[src/rtl/dff_arb_pkg.sv]
// Shared types and the round-robin pick helper for the shared-register arbiter.
// The helper works on a fixed 8-wide vector; callers zero the unused upper requesters.
package dff_arb_pkg;

   typedef enum logic {
      IDLE  = 1'b0,
      OWNED = 1'b1
   } arb_state_e;

   localparam int ARB_MAX = 8;
   localparam int ARB_PW  = 3;

   typedef struct packed {
      logic               found;
      logic [ARB_MAX-1:0] onehot;
   } rr_pick_t;

   // Scan upward from ptr with wrap. Upper bits of req_vec beyond NREQ are zero,
   // so wrapping modulo ARB_MAX visits requesters in the same order as modulo NREQ.
   function automatic rr_pick_t rr_pick(input logic [ARB_MAX-1:0] req_vec,
                                        input logic [ARB_PW-1:0]  ptr,
                                        input logic [ARB_MAX-1:0] excl);
      rr_pick_t           r;
      logic [ARB_MAX-1:0] cand;
      logic [ARB_PW-1:0]  idx;
      r    = '0;
      cand = req_vec & ~excl;
      for (int i = 0; i < ARB_MAX; i++) begin
         idx = ptr + ARB_PW'(i);
         if (!r.found && cand[idx]) begin
            r.found       = 1'b1;
            r.onehot[idx] = 1'b1;
         end
      end
      return r;
   endfunction

endpackage

[src/rtl/dff_bank_reg.sv]
// WIDTH-bit enable flop bank with asynchronous active-low clear.
module dff_bank_reg #(
   parameter int WIDTH = 8
) (
   input  logic             clk,
   input  logic             reset_n,
   input  logic             en,
   input  logic [WIDTH-1:0] d,
   output logic [WIDTH-1:0] q
);

   always_ff @(posedge clk or negedge reset_n) begin
      if (!reset_n) q <= '0;
      else if (en)  q <= d;
   end

endmodule

[src/rtl/dff_bank_arbiter.sv]
// Round-robin write arbiter in front of a shared register, with bounded locked bursts.
// The FSM state is kept in the signal 'state' so checkers can bind to it.
module dff_bank_arbiter
   import dff_arb_pkg::*;
#(
   parameter int NREQ     = 4,
   parameter int WIDTH    = 8,
   parameter int MAX_HOLD = 4
) (
   input  logic                    clk,
   input  logic                    reset_n,
   input  logic [NREQ-1:0]         req,
   input  logic [NREQ-1:0]         lock,
   input  logic [NREQ*WIDTH-1:0]   wdata,
   output logic [NREQ-1:0]         gnt,
   output logic [$clog2(NREQ)-1:0] owner,
   output logic                    busy,
   output logic [WIDTH-1:0]        q
);

   localparam int OW = $clog2(NREQ);

   // Handshake: req is a level held with stable wdata until the owner's write edge;
   // gnt rises one edge after req, the write lands on the following edge, and a
   // low req[owner] at that edge abandons the grant without writing.

   arb_state_e          state, state_d;
   logic [NREQ-1:0]     gnt_d;
   logic [OW-1:0]       owner_d, rr_ptr, rr_ptr_d, rel_ptr;
   logic                busy_d;
   logic [3:0]          hold_cnt, hold_cnt_d;
   logic                req_own, lock_own, wr_en, stay;
   logic [WIDTH-1:0]    wr_data;
   logic [ARB_MAX-1:0]  req_ext, excl;
   rr_pick_t            pick;
   logic [OW-1:0]       pick_idx;

   always_ff @(posedge clk or negedge reset_n) begin
      if (!reset_n) begin
         state    <= IDLE;
         gnt      <= '0;
         owner    <= '0;
         busy     <= 1'b0;
         rr_ptr   <= '0;
         hold_cnt <= '0;
      end else begin
         state    <= state_d;
         gnt      <= gnt_d;
         owner    <= owner_d;
         busy     <= busy_d;
         rr_ptr   <= rr_ptr_d;
         hold_cnt <= hold_cnt_d;
      end
   end

   // Owner decode, write strobe and the candidate for the next grant.
   always_comb begin
      req_own  = 1'b0;
      lock_own = 1'b0;
      wr_data  = '0;
      excl     = '0;
      for (int i = 0; i < NREQ; i++) begin
         if (owner == OW'(i)) begin
            req_own  = req[i];
            lock_own = lock[i];
            wr_data  = wdata[i*WIDTH +: WIDTH];
            excl[i]  = (state == OWNED);
         end
      end
      wr_en   = (state == OWNED) && req_own;
      stay    = wr_en && lock_own && (int'(hold_cnt) + 1 < MAX_HOLD);
      rel_ptr = (owner == OW'(NREQ-1)) ? '0 : owner + OW'(1);
      req_ext = '0;
      req_ext[NREQ-1:0] = req;
      pick = rr_pick(req_ext, ARB_PW'((state == OWNED) ? rel_ptr : rr_ptr), excl);
      pick_idx = '0;
      for (int i = 0; i < ARB_MAX; i++) begin
         if (pick.onehot[i]) pick_idx = OW'(i);
      end
   end

   always_comb begin
      state_d    = state;
      gnt_d      = gnt;
      owner_d    = owner;
      busy_d     = busy;
      rr_ptr_d   = rr_ptr;
      hold_cnt_d = hold_cnt;
      if (wr_en) hold_cnt_d = hold_cnt + 4'd1;
      if (state == IDLE || !stay) begin
         if (state == OWNED) rr_ptr_d = rel_ptr;
         if (pick.found) begin
            state_d    = OWNED;
            gnt_d      = pick.onehot[NREQ-1:0];
            owner_d    = pick_idx;
            busy_d     = 1'b1;
            hold_cnt_d = '0;
         end else begin
            state_d = IDLE;
            gnt_d   = '0;
            busy_d  = 1'b0;
         end
      end
   end

   dff_bank_reg #(.WIDTH(WIDTH)) u_reg (
      .clk     (clk),
      .reset_n (reset_n),
      .en      (wr_en),
      .d       (wr_data),
      .q       (q)
   );

endmodule

[config.mk]
export PLATFORM = sky130hd
export DESIGN_NAME = dff_bank_arbiter
export DESIGN_NICKNAME = d
export VERILOG_FILES = /design/src/rtl/dff_arb_pkg.sv /design/src/rtl/dff_bank_reg.sv /design/src/rtl/dff_bank_arbiter.sv
export SDC_FILE = /design/constraint.sdc
export NUM_CORES = 1
export LEC_CHECK = 0
export CORE_ASPECT_RATIO = 0.75
export CORE_MARGIN = 3
export CORE_UTILIZATION = 25
export DETAILED_ROUTE_END_ITERATION = 16
export PLACE_DENSITY = 0.59
export SLEW_MARGIN = 20
export SYNTH_ARGS = -nofsm -noshare
export SYNTH_HDL_FRONTEND = slang
export SYNTH_SLANG_ARGS = --single-unit
[constraint.sdc]
create_clock -name clk -period 4.2 [get_ports clk]
set_input_delay 0.63 -clock clk [delete_from_list [all_inputs] [get_ports clk]]
set_output_delay 0.63 -clock clk [all_outputs]
set_load 0.02 [all_outputs]
==> results of run 1 <==
[worst max-delay path: cells and delay by family (launching register included)]
kind,cells,cell delay [ns]
AO/OA/AOI/OAI,5,1.45
adder cells (fa/ha/maj),2,0.68
buffers and inverters,1,0.21
flip-flops,1,0.48
AND/OR/NAND/NOR,4,1.09
[logic make-up (layout without fill, tap and decap cells)]
| group | count (synthesis) | in the layout | share of synthesized area (%) |
|---|---|---|---|
| adder cells (fa/ha/maj) | 12 | 12 | 7.64 |
| AND/OR/NAND/NOR | 87 | 87 | 25.1 |
| flip-flops | 21 | 21 | 26.7 |
| XOR/XNOR | 3 | 3 | 1.34 |
| AO/OA/AOI/OAI | 87 | 87 | 31.2 |
| buffers and inverters | 24 | 78 | 4.71 |
| multiplexers | 6 | 6 | 3.25 |
[worst paths after layout]
kind,start,to,cells past startpoint
setup / recovery,owner[0],owner[0],12
hold / removal,rr_ptr[0],rr_ptr[0],2
setup reg to reg,owner[0],owner[0],12
hold reg to reg,rr_ptr[0],rr_ptr[0],2
max in group asynchronous,reset_n,state,1
min in group asynchronous,reset_n,owner[1],1
[flip-flops by register name (all words and copies together) (netlist names)]
signal    flops
owner         2
rr_ptr        2
state         1
gnt           4
hold_cnt      4
u_reg.q       8
[cells in the mapped netlist, drive strengths merged, types with 3 or more instances]
| cell type | n |
|---|---|
| a211oi | 5 |
| a21bo | 4 |
| a21oi | 28 |
| a221oi | 5 |
| a22oi | 11 |
| a32oi | 4 |
| and3 | 6 |
| and4 | 3 |
| buf | 3 |
| clkbuf | 10 |
| dfrtp | 21 |
| ha | 12 |
| inv | 10 |
| mux2 | 3 |
| mux2i | 3 |
| nand2 | 11 |
| nand3 | 3 |
| nand4 | 4 |
| nor2 | 32 |
| nor2b | 6 |
| nor3b | 3 |
| nor4 | 5 |
| o21ai | 7 |
| o22ai | 4 |
| o41ai | 3 |
| or4 | 3 |
[layer usage]
layer / vias to the layer above / GRT usage (%) / routed length [um] / share of wire (%)
met5: - / 0 / 0 / 0
met3: 4 / 2.40 / 414 / 6.4
met4: 0 / 1.89 / 26 / 0.40
met2: 79 / 18.9 / 2580 / 40
met1: 1016 / 22.0 / 3410 / 53
li1: 1027 / - / - / -
[final cells by class]
type                    instances  area, um^2  area share (%)
clock buffers                   3        41.3            1.51
multi-input cells             195        1370            50.3
well taps                     101         126            4.63
repair buffers                 63         613            22.5
inverters                      11        41.3            1.51
clock inverters                 1        7.51           0.275
flip-flops and latches         21         526            19.3
[layout by cell type (no fill, tap or decap), drive strengths merged, types with 2 or more instances in the layout]
| cell | synthesis | routed |
|---|---|---|
| a211o | 2 | 2 |
| a211oi | 5 | 5 |
| a21bo | 4 | 4 |
| a21oi | 28 | 28 |
| a221oi | 5 | 5 |
| a22oi | 11 | 11 |
| a32oi | 4 | 4 |
| and2 | 2 | 2 |
| and3 | 6 | 6 |
| and4 | 3 | 3 |
| buf | 3 | 7 |
| clkbuf | 10 | 3 |
| clkdlybuf4s50 | 0 | 56 |
| dfrtp | 21 | 21 |
| ha | 12 | 12 |
| inv | 10 | 10 |
| mux2 | 3 | 3 |
| mux2i | 3 | 3 |
| nand2 | 11 | 11 |
| nand2b | 2 | 2 |
| nand3 | 3 | 3 |
| nand4 | 4 | 4 |
| nor2 | 32 | 32 |
| nor2b | 6 | 6 |
| nor3b | 3 | 3 |
| nor4 | 5 | 5 |
| nor4b | 2 | 2 |
| o21ai | 7 | 7 |
| o221ai | 2 | 2 |
| o22a | 2 | 2 |
| o22ai | 4 | 4 |
| o31ai | 2 | 2 |
| o41ai | 3 | 3 |
| or4 | 3 | 3 |
| xnor2 | 2 | 2 |
[power groups by stage]
| stage | Sequential (mW) | Clock, mW | Combinational, mW |
|---|---|---|---|
| 2_1_floorplan | 0.444 | 0 | 1.48 |
| 3_3_place_gp | 0.365 | 0 | 2.23 |
| 3_5_place_dp | 0.371 | 0 | 2.20 |
| 4_1_cts | 0.367 | 0.141 | 2.22 |
| 5_1_grt | 0.377 | 0.149 | 2.48 |
| 6_report | 0.366 | 0.136 | 2.28 |
[repair_timing]
item / in CTS / in global routing
hold endpoints to repair: 0 / 0
setup endpoints to repair: 0 / 1
gates resized for setup: 0 / 2
==> reports/metrics.cfg, run 1 <==
[status]
status = complete, no violations

[synth]
synth-seq-cells = 21
ys.flop_type = dfrtp_1
synth.area.top_cells = dfrtp_1 (27%), ha_1 (7.6%), a21oi_1 (7.1%)
ys_seq_area_share_pct = 26.7
synth_area_leader_cell = dfrtp_1
synth_area_um2 = 1970
synth_top_area_share_pct = 26.7
avgSynthCellArea_um2 = 8.19
synthArstFlopShare_pct = 100
yosysWarningCount = 0
synth_cell_types = 58
synth_edf_count = 0
synthesis.nets = 294
synthCells = 240

[worst_setup_path]
arrival_ns = 4.17
path_cells = ha_1, nor3b_4, nor2_2, ha_1, inv_1, nor4_1, o41ai_2, and4_1, a22oi_1, a211oi_1, o211ai_1, a221oi_1
crit_required_ns = 4.37
cpMostUsedCell = ha_1
startpoint_type = flop
worstSetupEndpointType = flop
critPathSlowestCell = o41ai_2
slowest_delay_ns = 0.60
critPathKind = reg2reg
crit_fanout = 9
ff2ff_setup_slack_ns = 0.20

[min_path]
hp-class = reg2reg

[floorplanning]
die_area_um2 = 8970
die_w_um = 108
num_rows = 27
core_um2 = 7500
die_y_um = 82.8
ios = 57
start_util_pct = 26.2

[timing]
max_freq_ghz = 0.250
finalHoldViolCount = 0
slew_headroom_pct = 36.8
finalSetupTns_ns = 0
min_period_ns = 4.00
final_max_slew_viol_count = 0
skew_ns = 0.00659
setup_viol = 0
tightest_slew_ns = 0.945
finalCritPeriodShare_pct = 95.2
worst_slack_ns = 0.203
hold_slack_ns = 0.523

[global_route]
grt_pass1_vias = 1818
overflow = 0
antenna_found_initial = 0
grt_pass1_wl_mm = 9.74
grt_max_degree = 24
grt_usage_pct = 13.6

[pwr]
power_density_nw_per_um2 = 1020
p_clk_share_pct = 4.9
pwr-share-comb_pct = 81.9
seqPwrFrac_pct = 13.2
switching_power_mw = 1.48
p_total_mw = 2.78
power.internal_mw = 1.29
ir_drop_uv = 291
switching_share_pct = 53.4
p_leak_nw = 1.07

[final_layout]
fillers = 782
design_area_um2 = 2730
drive_gt1_share_pct = 9.52
layout.nets = 349
diodes = 0
postLayoutCoreUtil_pct = 36.4
syn2layout_area_growth_pct = 38.8
final_cells = 395

[job]
max_cap_violations = 0

[clock_tree]
worstSkewPairLatency_ns = 0.26
cts_buffer_depth = 2
cts_buffers = 3
path_clk_slew_ns = 0.08
ctsRootBufferMaster = clkbuf_8
cts_tree = done
h-tree-depth = 1
hold_buffers = 0
clock-sinks = 21
cts_setup_buffers = 0

[routing]
vias = 2126
drcViolationCount = 0
firstDrtPassIters = 4
antenna_left = 0
avgRoutedWirePerCell_um = 16.3
via_per_inst = 5.38
finalWirelength_mm = 6.43
drt-initial-drc-count = 147

[place]
place_congestion = 0.904
placed_cell_area_um2 = 2660
io_buffers = 56
dpl_worst_slack_ns = 0.222
dpl.hpwl_mm = 5.03
placed_cells = 391

(Power assumes the default switching activity.)
==> run 2: changes to the inputs <==
==> constraint.sdc (replaced) <==
create_clock -name clk -period 4.2 [get_ports clk]
set_input_delay 1.05 -clock clk [delete_from_list [all_inputs] [get_ports clk]]
set_output_delay 1.05 -clock clk [all_outputs]
set_load 0.02 [all_outputs]
==> run 2 against run 1 <==
Net effect:
- cell area is essentially flat
- via count shrank 1.7%
- worst hold slack better by 0.00098 ns
- largest cell class unchanged
- largest power group unchanged
==> reports/metrics.cfg, run 2 (synthesis gave the netlist of run 1 again) <==
[status]
status = complete, no violations  ; unchanged

[floorplanning]
die_area_um2 = 8970  ; unchanged
die_y_um = 82.8  ; unchanged
ios = 57  ; unchanged
start_util_pct = 26.2  ; unchanged
core_um2 = 7500  ; unchanged
num_rows = 27  ; unchanged
die_w_um = 108  ; unchanged

[worst_setup_path]
crit_start = state  ; was owner[0]
crit_required_ns = 4.36  ; was 4.37 ns
r2r_start = state  ; was owner[0]
critPathKind = reg2reg  ; unchanged
arrival_ns = 4.05  ; was 4.17 ns
startpoint_type = flop  ; unchanged
worst-path-buf-inv = 1  ; unchanged
critPathSlowestCell = dfrtp_1  ; was o41ai_2
crit_fanout = 15  ; was 9
worstSetupEndpointType = flop  ; unchanged
path_cells = nor2b_2, nor2_2, ha_1, inv_1, a211oi_1, o41ai_2, nor4b_4, a221oi_1, a211oi_1, o211ai_1, a221oi_1  ; was ha_1, nor3b_4, nor2_2, ha_1, inv_1, nor4_1, o41ai_2, and4_1, a22oi_1, a211oi_1, o211ai_1, a221oi_1
slowest_delay_ns = 0.63  ; was 0.60 ns
path_delay_family = compound AO/OA/AOI/OAI gates  ; unchanged

[clock_tree]
clock-sinks = 21  ; unchanged
cts_buffers = 3  ; unchanged
path_clk_slew_ns = 0.08  ; about the same
cts_tree = done  ; unchanged
hold_buffers = 0  ; unchanged
ctsRootBufferMaster = clkbuf_8  ; unchanged
h-tree-depth = 1  ; unchanged
cts_buffer_depth = 2  ; unchanged
worstSkewPairLatency_ns = 0.26  ; about the same

[place]
dpl.hpwl_mm = 4.69  ; was 5.03 mm
io_buffers = 56  ; unchanged
placed_cell_area_um2 = 2650  ; was 2660 um^2
place_congestion = 0.950  ; was 0.904

[global_route]
grt_pass1_wl_mm = 9.33  ; was 9.74 mm
grt_max_degree = 24  ; unchanged
antenna_found_initial = 0  ; unchanged
overflow = 0  ; unchanged
grt_usage_pct = 12.7  ; was 13.6%
grt_pass1_vias = 1815  ; was 1818

[min_path]
min-delay-start = rr_ptr[0]  ; unchanged
hp-class = reg2reg  ; unchanged

[routing]
drt-initial-drc-count = 172  ; was 147
vias = 2090  ; was 2126
wl_met3_um = 513  ; was 414 um
drcViolationCount = 0  ; unchanged
firstDrtPassIters = 5  ; was 4
finalWirelength_mm = 6.13  ; was 6.43 mm
met1_length_mm = 3.19  ; was 3.41 mm
avgRoutedWirePerCell_um = 15.6  ; was 16.3 um
via_per_inst = 5.30  ; was 5.38
wl_met2_mm = 2.40  ; was 2.58 mm
top_layer_used = met4  ; unchanged
antenna_left = 0  ; unchanged

[final_layout]
postLayoutCoreUtil_pct = 36.4  ; about the same
largest_reg_flops = 8  ; unchanged
diodes = 0  ; unchanged
final_common_cell = clkdlybuf4s50_1  ; unchanged
fillers = 773  ; was 782
design_area_um2 = 2730  ; about the same
layout_common_cells = clkdlybuf4s50_1 (55), nor2_1 (31), a21oi_1 (28)  ; was clkdlybuf4s50_1 (56), nor2_1 (31), a21oi_1 (28)
layout.nets = 348  ; was 349
syn2layout_area_growth_pct = 38.7  ; was 38.8%
drive_gt1_share_pct = 9.90  ; was 9.52%
regMostFlops = u_reg.q  ; unchanged
reg_top3 = u_reg.q x8, gnt x4, hold_cnt x4  ; unchanged

[timing]
hold_slack_ns = 0.524  ; was 0.523 ns
final_max_slew_viol_count = 0  ; unchanged
tightest_slew_ns = 0.722  ; was 0.945 ns
finalSetupTns_ns = 0  ; unchanged
rsz0062_at_grt = false
finalHoldViolCount = 0  ; unchanged
setup_viol = 0  ; unchanged
min_period_ns = 3.88  ; was 4.00 ns
skew_ns = 0.00158  ; was 0.00659 ns
finalCritPeriodShare_pct = 92.4  ; was 95.2%
slew_headroom_pct = 51.8  ; was 36.8%
max_freq_ghz = 0.258  ; was 0.250 GHz

[pwr]
power_density_nw_per_um2 = 1020  ; about the same
ir_drop_uv = 273  ; was 291 uV
p_leak_nw = 1.07  ; about the same

[job]
max_cap_violations = 0  ; unchanged

[run 2: cell types whose count changed in the layout (fill, tap and decap cells not counted)]
cell / before / now
buf_2: 0 / 1
buf_4: 7 / 6
clkdlybuf4s50_1: 56 / 55
nor2b_1: 6 / 5
nor2b_2: 0 / 1
nor4_2: 1 / 0
nor4_4: 0 / 1
[run 2: repair_timing]
item	in CTS	in global routing
endpoints found under the setup margin	0	1
buffers inserted	0	1
resized for setup	0	4
[run 2: power by group]
group / leakage, nW / internal, mW / switching [mW]
clock: 0.0217 / 0.0670 / 0.0699
combinational: 0.790 / 0.924 / 1.34
sequential: 0.256 / 0.304 / 0.0691
[run 2: tightest hold or removal path: stages, from the launching register on]
cell and delay [ns]:
dfrtp_1 0.38, nand2_1 0.06, o31ai_1 0.05
[run 2: worst paths after layout]
check	end	slack (ns)	cells past startpoint
max	owner[0]	0.32	11
min	rr_ptr[0]	0.52	2
max reg2reg	owner[0]	0.32	11
min reg2reg	rr_ptr[0]	0.52	2
max in group asynchronous	gnt[1]	3.12	1
min in group asynchronous	u_reg.q[7]	0.74	1
[run 2: layout make-up]
type                    count  area, um^2  area share (%)
flip-flops and latches     21         526            19.3
clock inverters             1        7.51           0.275
clock buffers               3        41.3            1.51
inverters                  11        41.3            1.51
repair buffers             62         601            22.0
multi-input cells         195        1380            50.8
well taps                 101         126            4.64
[run 2: stage by stage]
stage	cells	power, mW	setup WS (ns)
5_1_grt	394	3.00	0.104
3_3_place_gp	389	2.55	0.392
6_report	394	2.77	0.320
2_1_floorplan	240	1.92	0.401
4_1_cts	393	2.68	0.248
3_5_place_dp	389	2.53	0.272
[run 2: layer usage]
layer  vias to the layer above  global-route usage, %
li1                       1020                      -
met1                       965                   20.4
met5                         -                      0
met3                         4                   2.24
met4                         0                   2.40
met2                       101                   17.5
